==> src/rtl/fetch_decode_queue.sv <==
// DEPTH-entry in-order fetch->decode instruction queue with valid/ready on both sides and flush.
// Define FDQ_BYPASS_EN to let an empty queue forward the fetch entry combinationally to decode.
module fetch_decode_queue #(
  parameter int DATA_W = 32,
  parameter int DEPTH  = 4,
  parameter int CNT_W  = $clog2(DEPTH + 1)
) (
  input  logic              clk,
  input  logic              rst_n,
  input  logic              flush,
  input  logic              in_valid,
  output logic              in_ready,
  input  logic [DATA_W-1:0] instr_f,
  input  logic [DATA_W-1:0] pc_plus_4_f,
  input  logic              pred_taken_f,
  output logic              out_valid,
  input  logic              out_ready,
  output logic [DATA_W-1:0] instr_d,
  output logic [DATA_W-1:0] pc_plus_4_d,
  output logic              pred_taken_d,
  output logic [CNT_W-1:0]  count
);

  localparam int PTR_W = $clog2(DEPTH);

  logic [DATA_W-1:0] instr_mem [DEPTH];
  logic [DATA_W-1:0] pc_mem    [DEPTH];
  logic              tag_mem   [DEPTH];

  logic [PTR_W-1:0] wr_ptr, rd_ptr;
  logic [CNT_W-1:0] cnt;
  logic             full, q_valid, bypass;
  logic             push, pop, wr_en, rd_en;

  assign full     = (cnt == CNT_W'(DEPTH));
  assign q_valid  = (cnt != '0);
  assign in_ready = !full;
  assign count    = cnt;

  always_comb begin
    bypass = 1'b0;
`ifdef FDQ_BYPASS_EN
    bypass = (cnt == '0) && !flush;
`endif
  end

  assign out_valid = bypass ? in_valid : q_valid;
  assign push      = in_valid & in_ready & !flush;
  assign pop       = out_valid & out_ready & !flush;
  // A bypassed entry consumed by decode is never written; it counts as neither push nor pop.
  assign wr_en     = push & !(bypass & pop);
  assign rd_en     = pop & !bypass;

  always_comb begin
    instr_d      = '0;
    pc_plus_4_d  = '0;
    pred_taken_d = 1'b0;
    if (bypass && in_valid) begin
      instr_d      = instr_f;
      pc_plus_4_d  = pc_plus_4_f;
      pred_taken_d = pred_taken_f;
    end else if (q_valid) begin
      instr_d      = instr_mem[rd_ptr];
      pc_plus_4_d  = pc_mem[rd_ptr];
      pred_taken_d = tag_mem[rd_ptr];
    end
  end

  always_ff @(posedge clk) begin
    if (!rst_n || flush) begin
      wr_ptr <= '0;
      rd_ptr <= '0;
      cnt    <= '0;
    end else begin
      if (wr_en) wr_ptr <= wr_ptr + PTR_W'(1);
      if (rd_en) rd_ptr <= rd_ptr + PTR_W'(1);
      case ({wr_en, rd_en})
        2'b10:   cnt <= cnt + CNT_W'(1);
        2'b01:   cnt <= cnt - CNT_W'(1);
        default: cnt <= cnt;
      endcase
    end
  end

  always_ff @(posedge clk) begin
    if (rst_n && wr_en) begin
      instr_mem[wr_ptr] <= instr_f;
      pc_mem[wr_ptr]    <= pc_plus_4_f;
      tag_mem[wr_ptr]   <= pred_taken_f;
    end
  end

endmodule

==> config.mk <==
export PLATFORM = sky130hd
export DESIGN_NAME = fetch_decode_queue
export DESIGN_NICKNAME = d
export VERILOG_FILES = /design/src/rtl/fetch_decode_queue.sv
export SDC_FILE = /design/constraint.sdc
export NUM_CORES = 1
export LEC_CHECK = 0
export ABC_CLOCK_PERIOD_IN_PS = 7000
export CORE_MARGIN = 2
export CORE_UTILIZATION = 56
export DETAILED_ROUTE_END_ITERATION = 10
export PLACE_DENSITY = 0.81
export SYNTH_ARGS = -nofsm -noshare
export SYNTH_HDL_FRONTEND = slang
export SYNTH_SLANG_ARGS = --single-unit
export TNS_END_PERCENT = 100
==> constraint.sdc <==
create_clock -name clk -period 7 [get_ports clk]
set_input_delay 1.4 -clock clk [delete_from_list [all_inputs] [get_ports clk]]
set_output_delay 1.4 -clock clk [all_outputs]
set_load 0.02 [all_outputs]
== After elaboration in Yosys (flattened, before gate mapping) ==
Memories as Yosys holds them, arrays and structs flattened. A register that Yosys moved wholly into a read port is not among the register bits.
Index checks and enable logic that the tools add are counted.

* $add $sub $neg: 4
* Equal/unequal tests: 3
* Bitwise logic cells: 4
* Mux-type cells: 12
* Reductions and logical operators: 7

{| class="wikitable"
|+ Operators with widths
! cell !! number
|-
| $mux W32 || 2
|-
| $mux W2 || 6
|-
| $pmux W3 S2 || 1
|-
| $add A2 B1 Y2 const B || 2
|-
| $and A1 B1 Y1 || 4
|-
| $add A3 B1 Y3 const B || 1
|-
| $eq A3 B3 Y1 const B || 1
|-
| $logic_not A1 Y1 || 3
|-
| $mux W1 || 3
|-
| $reduce_bool A3 Y1 || 1
|-
| $sub A3 B1 Y3 const B || 1
|-
| $eq A2 B1 Y1 const B || 1
|-
| $eq A2 B2 Y1 const B || 1
|-
| $reduce_bool A2 Y1 || 1
|-
| $logic_and A1 B1 Y1 || 1
|-
| $logic_or A1 B1 Y1 || 1
|}

* Output and inout port bits: 70
* Memory bits (writable): 260
* Memories kept: 3
* Input port bits: 70
* Flip-flop bits (word level): 7
* Word-level logic and storage cells: 36

{| class="wikitable"
|+ Memories
! memory !! depth !! bits a word !! read ports !! clocked after Yosys merged registers in !! wr ports !! RTL line !! text
|-
| instr_mem || 4 || 32 || 1 || 1 || 1 || 26 || <nowiki>logic [DATA_W-1:0] instr_mem [DEPTH];</nowiki>
|-
| pc_mem || 4 || 32 || 1 || 1 || 1 || 27 || <nowiki>logic [DATA_W-1:0] pc_mem [DEPTH];</nowiki>
|-
| tag_mem || 4 || 1 || 1 || 1 || 1 || 28 || <nowiki>logic tag_mem [DEPTH];</nowiki>
|}

== Logic depth before layout (Yosys ltp) ==
Gate-level depths: netlist (run 1).

* Word-level depth: 7
* Mapped depth: 10
* Gate-level depth less buffers: 9

== Least setup slack after synthesis (run 1) ==
OpenSTA, ideal clock, no wires.

* Kind: input to register
* From: input in_valid
* To: memory instr_mem[0][0] (enable)
* Required time: 6.570 ns
* Buffers on the path: 0
* Setup slack: 3.179 ns
* Arrival time: 3.390 ns
* Stages on the path: 3
* Setup time: 0.430 ns
* Cells stage by stage: nor2b_1 and2_4 and3_1

* Cells in the longest elaborated chain, start to end: 5

{| class="wikitable"
|+ Ends and longest elaborated chain
! item !! RTL line !! text
|-
| start: declaration || 11 || <nowiki>input logic in_valid,</nowiki>
|-
| $and A1 B1 Y1 (2 in a row) || 48 || <nowiki>assign push = in_valid & in_ready & !flush;</nowiki>
|-
| $logic_and A1 B1 Y1 || 86 || <nowiki>if (rst_n && wr_en) begin</nowiki>
|-
| $mux W1 || 86 ||
|-
| $mux W1 (not written as such) || 87 || <nowiki>instr_mem[wr_ptr] <= instr_f;</nowiki>
|-
| end: declaration || 26 ||
|}

No other way between the ends.

==> flow_metrics.env, run 1 <==
export IMPL_peakVddDrop_v=0.000195
export IMPL_multiInputGateArea_mm2=0.00218
export IMPL_wl_per_cell_um=22.1
export IMPL_crit_path_start_kind="flop"
export IMPL_hold_buffers=0
export IMPL_ff2ff_path_depth=9
export IMPL_drv_slew=0
export IMPL_cp_max_fo=39
export IMPL_hold_depth=2
export IMPL_synth_mux_area_share_pct=14.2
export IMPL_dp_final_hpwl_um=10600
export IMPL_postRouteAntennaNets=0
export IMPL_synthAdderAreaFrac_pct=0.801
export IMPL_hold_slack_ns=0.522
export IMPL_clkLatencyLatePin_ns=0.51
export IMPL_critPathCaptureType="output pin"
export IMPL_rrSetupSlack_ns=4.54
export IMPL_min_period_over_period_pct=67.1
export IMPL_cts_sinks=269
export IMPL_hp_class="flop to flop"
export IMPL_reg2reg_from="count[2]"
export IMPL_clock_fmax_ghz=0.213
export IMPL_synth_area_leaders="edfxtp_1 (76%), mux4_2 (14%), and2_1 (3.9%)"
export IMPL_yosysSeqAreaShare_pct=77.5
export IMPL_crit_arrival_ns=3.29
export IMPL_seq_area_mm2=0.00800
export IMPL_post_route_min_period_ns=4.69
export IMPL_vias=4896
export IMPL_synth_xor_area_share_pct=0.340
export IMPL_initial_core_util_pct=57.2
export IMPL_core_mm2=0.0180
export IMPL_overflow=0
export IMPL_cpMaxStageDelayCell="dfxtp_4"
export IMPL_tightest_slew_ns=1.07
export IMPL_die_area_mm2=0.0195
export IMPL_syn_avg_cell_area_um2=22.1
export IMPL_synth_top_area_cell="edfxtp_1"
export IMPL_max_cap_violations=0
export IMPL_synth_cells=466
export IMPL_hold_viol_final=0
export IMPL_ctsResizeCount=0
export IMPL_antenna_cells=0
export IMPL_grt_util_all_layers_pct=19.8
export IMPL_root_buffer="clkbuf_16"
export IMPL_reg2reg_to="count[2]"
export IMPL_post_cts_buffers=0
export IMPL_rsz0062_at_grt="no"
export IMPL_htreeDepth=1
export IMPL_layout_nets=687
export IMPL_p_per_area_mw_per_mm2=252
export IMPL_gp_congestion=0.736
export IMPL_p_leak_nw=3.95
export IMPL_via_per_inst=5.71
export IMPL_dpl_cell_count=812
export IMPL_synth_seq_cells=269
export IMPL_io_pins=140
export IMPL_drc_errors=0
export IMPL_fin_ws_ns=2.31
export IMPL_outcome="finished, final reports clean"
export IMPL_slew_headroom_pct=28.5
export IMPL_row_count=49
export IMPL_fin_cells=857
export IMPL_crit_chain="buf_4 -> mux4_2 -> and2_1 -> clkdlybuf4s50_1"
export IMPL_min_delay_start="rd_ptr[0]"
export IMPL_die_h_um=140
export IMPL_io_buffer_count=139
export IMPL_synth_cell_types=26
export IMPL_grt_max_degree=67
export IMPL_synth_warnings=0
export IMPL_area_delta_synth_final_pct=22.7
export IMPL_skew_ns=0.00609
export IMPL_grt_pass1_wl_um=29800
export IMPL_fin_setup_tns_ns=0
export IMPL_fillCellCount=1125
export IMPL_cts_buffer_depth=3
export IMPL_worstPathRequired_ns=5.60
export IMPL_drt_first_iter_violations=409
export IMPL_grt_antenna_before_repair=1
export IMPL_final_setup_viol_count=0
export IMPL_drt_pass1_iterations=4
export IMPL_synthSimpleGateAreaFrac_pct=5.03
export IMPL_preCtsSetupSlack_ns=2.72
export IMPL_synth_compound_gate_area_share_pct=0.546
export IMPL_grt_pass1_vias=5306
export IMPL_slowest_delay_ns=0.85
export IMPL_clk_pin_slew_worst_paths_ns=0.06
export IMPL_synth_nets=542
export IMPL_wl_um=19000
export IMPL_synth_top_area_share_pct=75.7
export IMPL_cts_tree="built"
export IMPL_drive_gt1_share_pct=16.6
export IMPL_synth_top_family_by_area="multiplexers"
export IMPL_cts_buffers=26
export IMPL_synth_area_mm2=0.0103
export IMPL_die_w_um=140
export IMPL_worstSetupPathType="flop to output pin"
## final cells by class
| cell class | count | share of cell area (%) |
|---|---|---|
| Sequential cell | 269 | 63.2 |
| Multi-Input combinational cell | 168 | 17.2 |
| Timing Repair Buffer | 140 | 11.1 |
| Clock buffer | 36 | 5.61 |
| Tap cell | 229 | 2.26 |
| Clock inverter | 9 | 0.485 |
| Inverter | 6 | 0.178 |
## where the power goes
part	switching [mW]	total [mW]	leakage, nW	internal, mW
Clock	0.525	1.26	0.372	0.737
Combinational	0.0661	0.142	1.15	0.0764
Sequential	0.00597	1.79	2.42	1.78
## metrics by stage
stage / utilization [%] / cell area (µm²) / total power [mW]
final: 70.2 / 12700 / 3.19
after global routing: 70.2 / 12700 / 3.28
after CTS: 70.2 / 12700 / 3.22
after detailed placement: 65.9 / 11900 / 1.96
after global placement: 65.9 / 11900 / 1.96
after floorplan: - / 10300 / 1.88
## kinds of logic after synthesis
| kind of cell | count (synthesis) |
|---|---|
| adders and majority gates | 6 |
| and+or+nand+nor | 85 |
| AOI/OAI and AO/OA | 8 |
| buffers and inverters | 29 |
| DFF | 269 |
| xor gates and xnor gates | 4 |
| muxes | 65 |
## flip-flops by register name, indices dropped and copies added, names as in the netlist, named ones only
name	cells
tag_mem	4
pc_mem	128
count	3
wr_ptr	2
rd_ptr	2
instr_mem	128
## critical path, delay by kind of cell (launching register included)
family	cells	cell delay, ns
simple gates	1	0.18
mux	1	0.58
flops	1	0.85
buf+inv	2	1.13
## layer usage
layer	wire (µm)	vias to the layer above	global-route usage, %
li1	-	2180	-
met1	7630	2523	26.7
met2	9720	166	33.3
met3	1270	25	4.44
met4	332	2	5.37
met5	16	-	0
## layout by cell type (no fill, tap or decap), types with 2 or more instances in the layout
cell type	count
clkbuf_1	9
a21oi_1	3
inv_1	6
clkbuf_16	27
and3_4	4
edfxtp_1	260
nor2_1	7
dfxtp_1	7
clkinv_1	7
and2_1	65
clkdlybuf4s50_1	139
xor2_1	4
nor2b_1	2
mux4_2	65
dfxtp_4	2
ha_1	5
## cells in the mapped netlist, drive strengths merged
| cell | number |
|---|---|
| o21ai | 1 |
| xor2 | 4 |
| or3b | 1 |
| nand4 | 1 |
| clkbuf | 9 |
| a21oi | 3 |
| ha | 5 |
| and2 | 66 |
| buf | 14 |
| nand2b | 1 |
| mux4 | 65 |
| inv | 6 |
| a21o | 1 |
| nor2 | 7 |
| edfxtp | 260 |
| nand3 | 1 |
| and3 | 4 |
| o31ai | 2 |
| o311ai | 1 |
| fa | 1 |
| or3 | 2 |
| nor2b | 2 |
| dfxtp | 9 |
## how the worst max path moves through the flow
stage              from         endpoint  slack [ns]  depth (start not counted)
2_1_floorplan  in_valid  instr_mem[0][0]        3.18                          3
4_1_cts            flop       instr_d[5]        2.18                          4
6_report           flop      instr_d[23]        2.31                          4
3_3_place_gp       flop      instr_d[21]        2.73                          4
3_5_place_dp       flop      instr_d[27]        2.72                          4
5_1_grt            flop       instr_d[5]        2.01                          4
Power figures use the tool's default switching activity.
==> run 2: changes to the inputs <==
ABC_CLOCK_PERIOD_IN_PS = 4000   (was 7000)
CORE_UTILIZATION = 49   (was 56)
PLACE_DENSITY = 0.75   (was 0.81)
clock period = 4 ns   (was 7 ns; I/O delays follow)
==> run 2 against run 1 <==
Against the previous run: sequential power is 74% higher; register-to-register slack worse by 3.0 ns; sequential share of layout area is 1.6 points lower; count of clock-buffer cells in the layout stayed put; clock power is 100% higher; worst hold slack better by 0.013 ns; power is 85% higher; critical endpoint is now pc_plus_4_d[20]; largest cell class unchanged; highest routed layer is now met4.
==> flow_metrics.env, run 2 (same netlist as run 1, synthesis figures left out) <==
export IMPL_p_leak_nw=4.08
export IMPL_die_h_um=149
export IMPL_ctsResizeCount=0
export IMPL_critPathCaptureType="output pin"
export IMPL_gp_congestion=0.686
export IMPL_drv_slew=0
export IMPL_via_per_inst=5.33
export IMPL_dpl_cell_count=866
export IMPL_cts_buffers=27
export IMPL_grt_max_degree=67
export IMPL_clk_pin_slew_worst_paths_ns=0.06
export IMPL_min_delay_start="rd_ptr[1]"
export IMPL_tightest_slew_ns=1.09
export IMPL_cts_tree="built"
export IMPL_worstPathRequired_ns=3.20
export IMPL_rsz0062_at_grt="no"
export IMPL_grt_pass1_wl_um=29800
export IMPL_fin_ws_ns=0.367
export IMPL_reg2reg_from="count[2]"
export IMPL_area_delta_synth_final_pct=25.8
export IMPL_skew_ns=0.0135
export IMPL_row_count=53
export IMPL_ff2ff_path_depth=9
export IMPL_peakVddDrop_v=0.000339
export IMPL_layout_common_cells="edfxtp_1 (260), clkdlybuf4s50_1 (139), mux4_2 (65), and2_1 (65), clkbuf_16 (27)"
export IMPL_die_w_um=149
export IMPL_hold_viol_final=0
export IMPL_dp_final_hpwl_um=11200
export IMPL_cts_sinks=269
export IMPL_placed_area_mm2=0.0121
export IMPL_fin_setup_tns_ns=0
export IMPL_fillCellCount=1452
export IMPL_final_util_pct=62.3
export IMPL_wl_um=19000
export IMPL_antenna_cells=0
export IMPL_grt_util_all_layers_pct=17.6
export IMPL_overflow=0
export IMPL_io_pins=140
export IMPL_htreeDepth=1
export IMPL_worstSetupPathType="flop to output pin"
export IMPL_hold_depth=2
export IMPL_drc_errors=0
export IMPL_drt_pass1_iterations=4
export IMPL_layout_commonest_cell="edfxtp_1"
export IMPL_min_period_over_period_pct=90.8
export IMPL_crit_arrival_ns=2.83
export IMPL_p_per_area_mw_per_mm2=456
export IMPL_fin_cells=916
export IMPL_root_buffer="clkbuf_16"
export IMPL_drive_gt1_share_pct=19.0
export IMPL_cts_buffer_depth=3
export IMPL_drt_first_iter_violations=302
export IMPL_io_buffer_count=139
export IMPL_cpMaxStageDelayCell="or3_2"
export IMPL_post_cts_buffers=0
export IMPL_crit_path_start_kind="flop"
export IMPL_slowest_delay_ns=0.90
export IMPL_die_area_mm2=0.0222
export IMPL_post_route_min_period_ns=3.63
export IMPL_slew_headroom_pct=27.4
export IMPL_largestRegisters="instr_mem x128, pc_mem x128, tag_mem x4"
export IMPL_crit_chain="or3_2 -> and2_1 -> clkdlybuf4s50_1"
export IMPL_vias=4886
export IMPL_final_setup_viol_count=0
export IMPL_hp_class="flop to flop"
export IMPL_grt_antenna_before_repair=0
export IMPL_grt_pass1_vias=5351
export IMPL_initial_core_util_pct=49.5
export IMPL_final_area_mm2=0.0130
export IMPL_layout_nets=696
export IMPL_core_mm2=0.0208
export IMPL_outcome="finished, final reports clean"
export IMPL_cp_max_fo=66
export IMPL_max_cap_violations=0
export IMPL_reg2reg_to="count[2]"
export IMPL_wl_per_cell_um=20.7
export IMPL_clock_fmax_ghz=0.275
export IMPL_preCtsSetupSlack_ns=0.831
export IMPL_clkLatencyLatePin_ns=0.52
export IMPL_rrSetupSlack_ns=1.53
export IMPL_hold_buffers=0
export IMPL_postRouteAntennaNets=0
-- run 2: final cells by class --
cell class                 instances  area [µm²]  area share, %
inverter                           6        22.5          0.174
clock inverter                    14         171           1.32
multi-input combinational        168        2180           16.8
timing repair buffer             148        1520           11.7
sequential                       269        8000           61.6
tap                              275         344           2.65
clock buffer                      36         739           5.70
-- run 2: stage by stage --
stage | power (mW) | hold slack (ns)
floorplan | 3.28 | 0.485
global placement | 3.43 | 0.511
detailed placement | 3.44 | 0.514
CTS | 5.96 | 0.536
global route | 6.10 | 0.583
finish | 5.91 | 0.535
-- run 2: worst max path at each step --
stage	start	end	slack (ns)	cells past startpoint
floorplan	in_valid	instr_mem[0][0]	0.78	3
detailed placement	count[0]	pc_plus_4_d[20]	0.83	3
CTS	count[0]	pc_plus_4_d[20]	0.27	3
global route	count[0]	pc_plus_4_d[20]	0.12	3
global placement	count[0]	pc_plus_4_d[22]	0.86	3
finish	count[0]	pc_plus_4_d[20]	0.37	3
-- run 2: power by group --
part	internal (mW)	switching [mW]
Sequential	3.11	0.00822
Clock	1.55	0.984
Combinational	0.136	0.117
-- run 2: worst max-delay path: cells and delay by family, from the launching register on --
| family | cells | cell delay [ns] |
|---|---|---|
| simple gates | 2 | 1.22 |
| buf+inv | 1 | 0.63 |
| flops | 1 | 0.45 |
-- run 2: layer usage --
metal / global-route usage, % / vias to the layer above / part of all wire [%]
met5: 0 / - / 0
met3: 3.88 / 29 / 6.7
met1: 23.9 / 2483 / 42
met2: 29.4 / 173 / 50
met4: 4.24 / 0 / 1.6
li1: - / 2201 / -
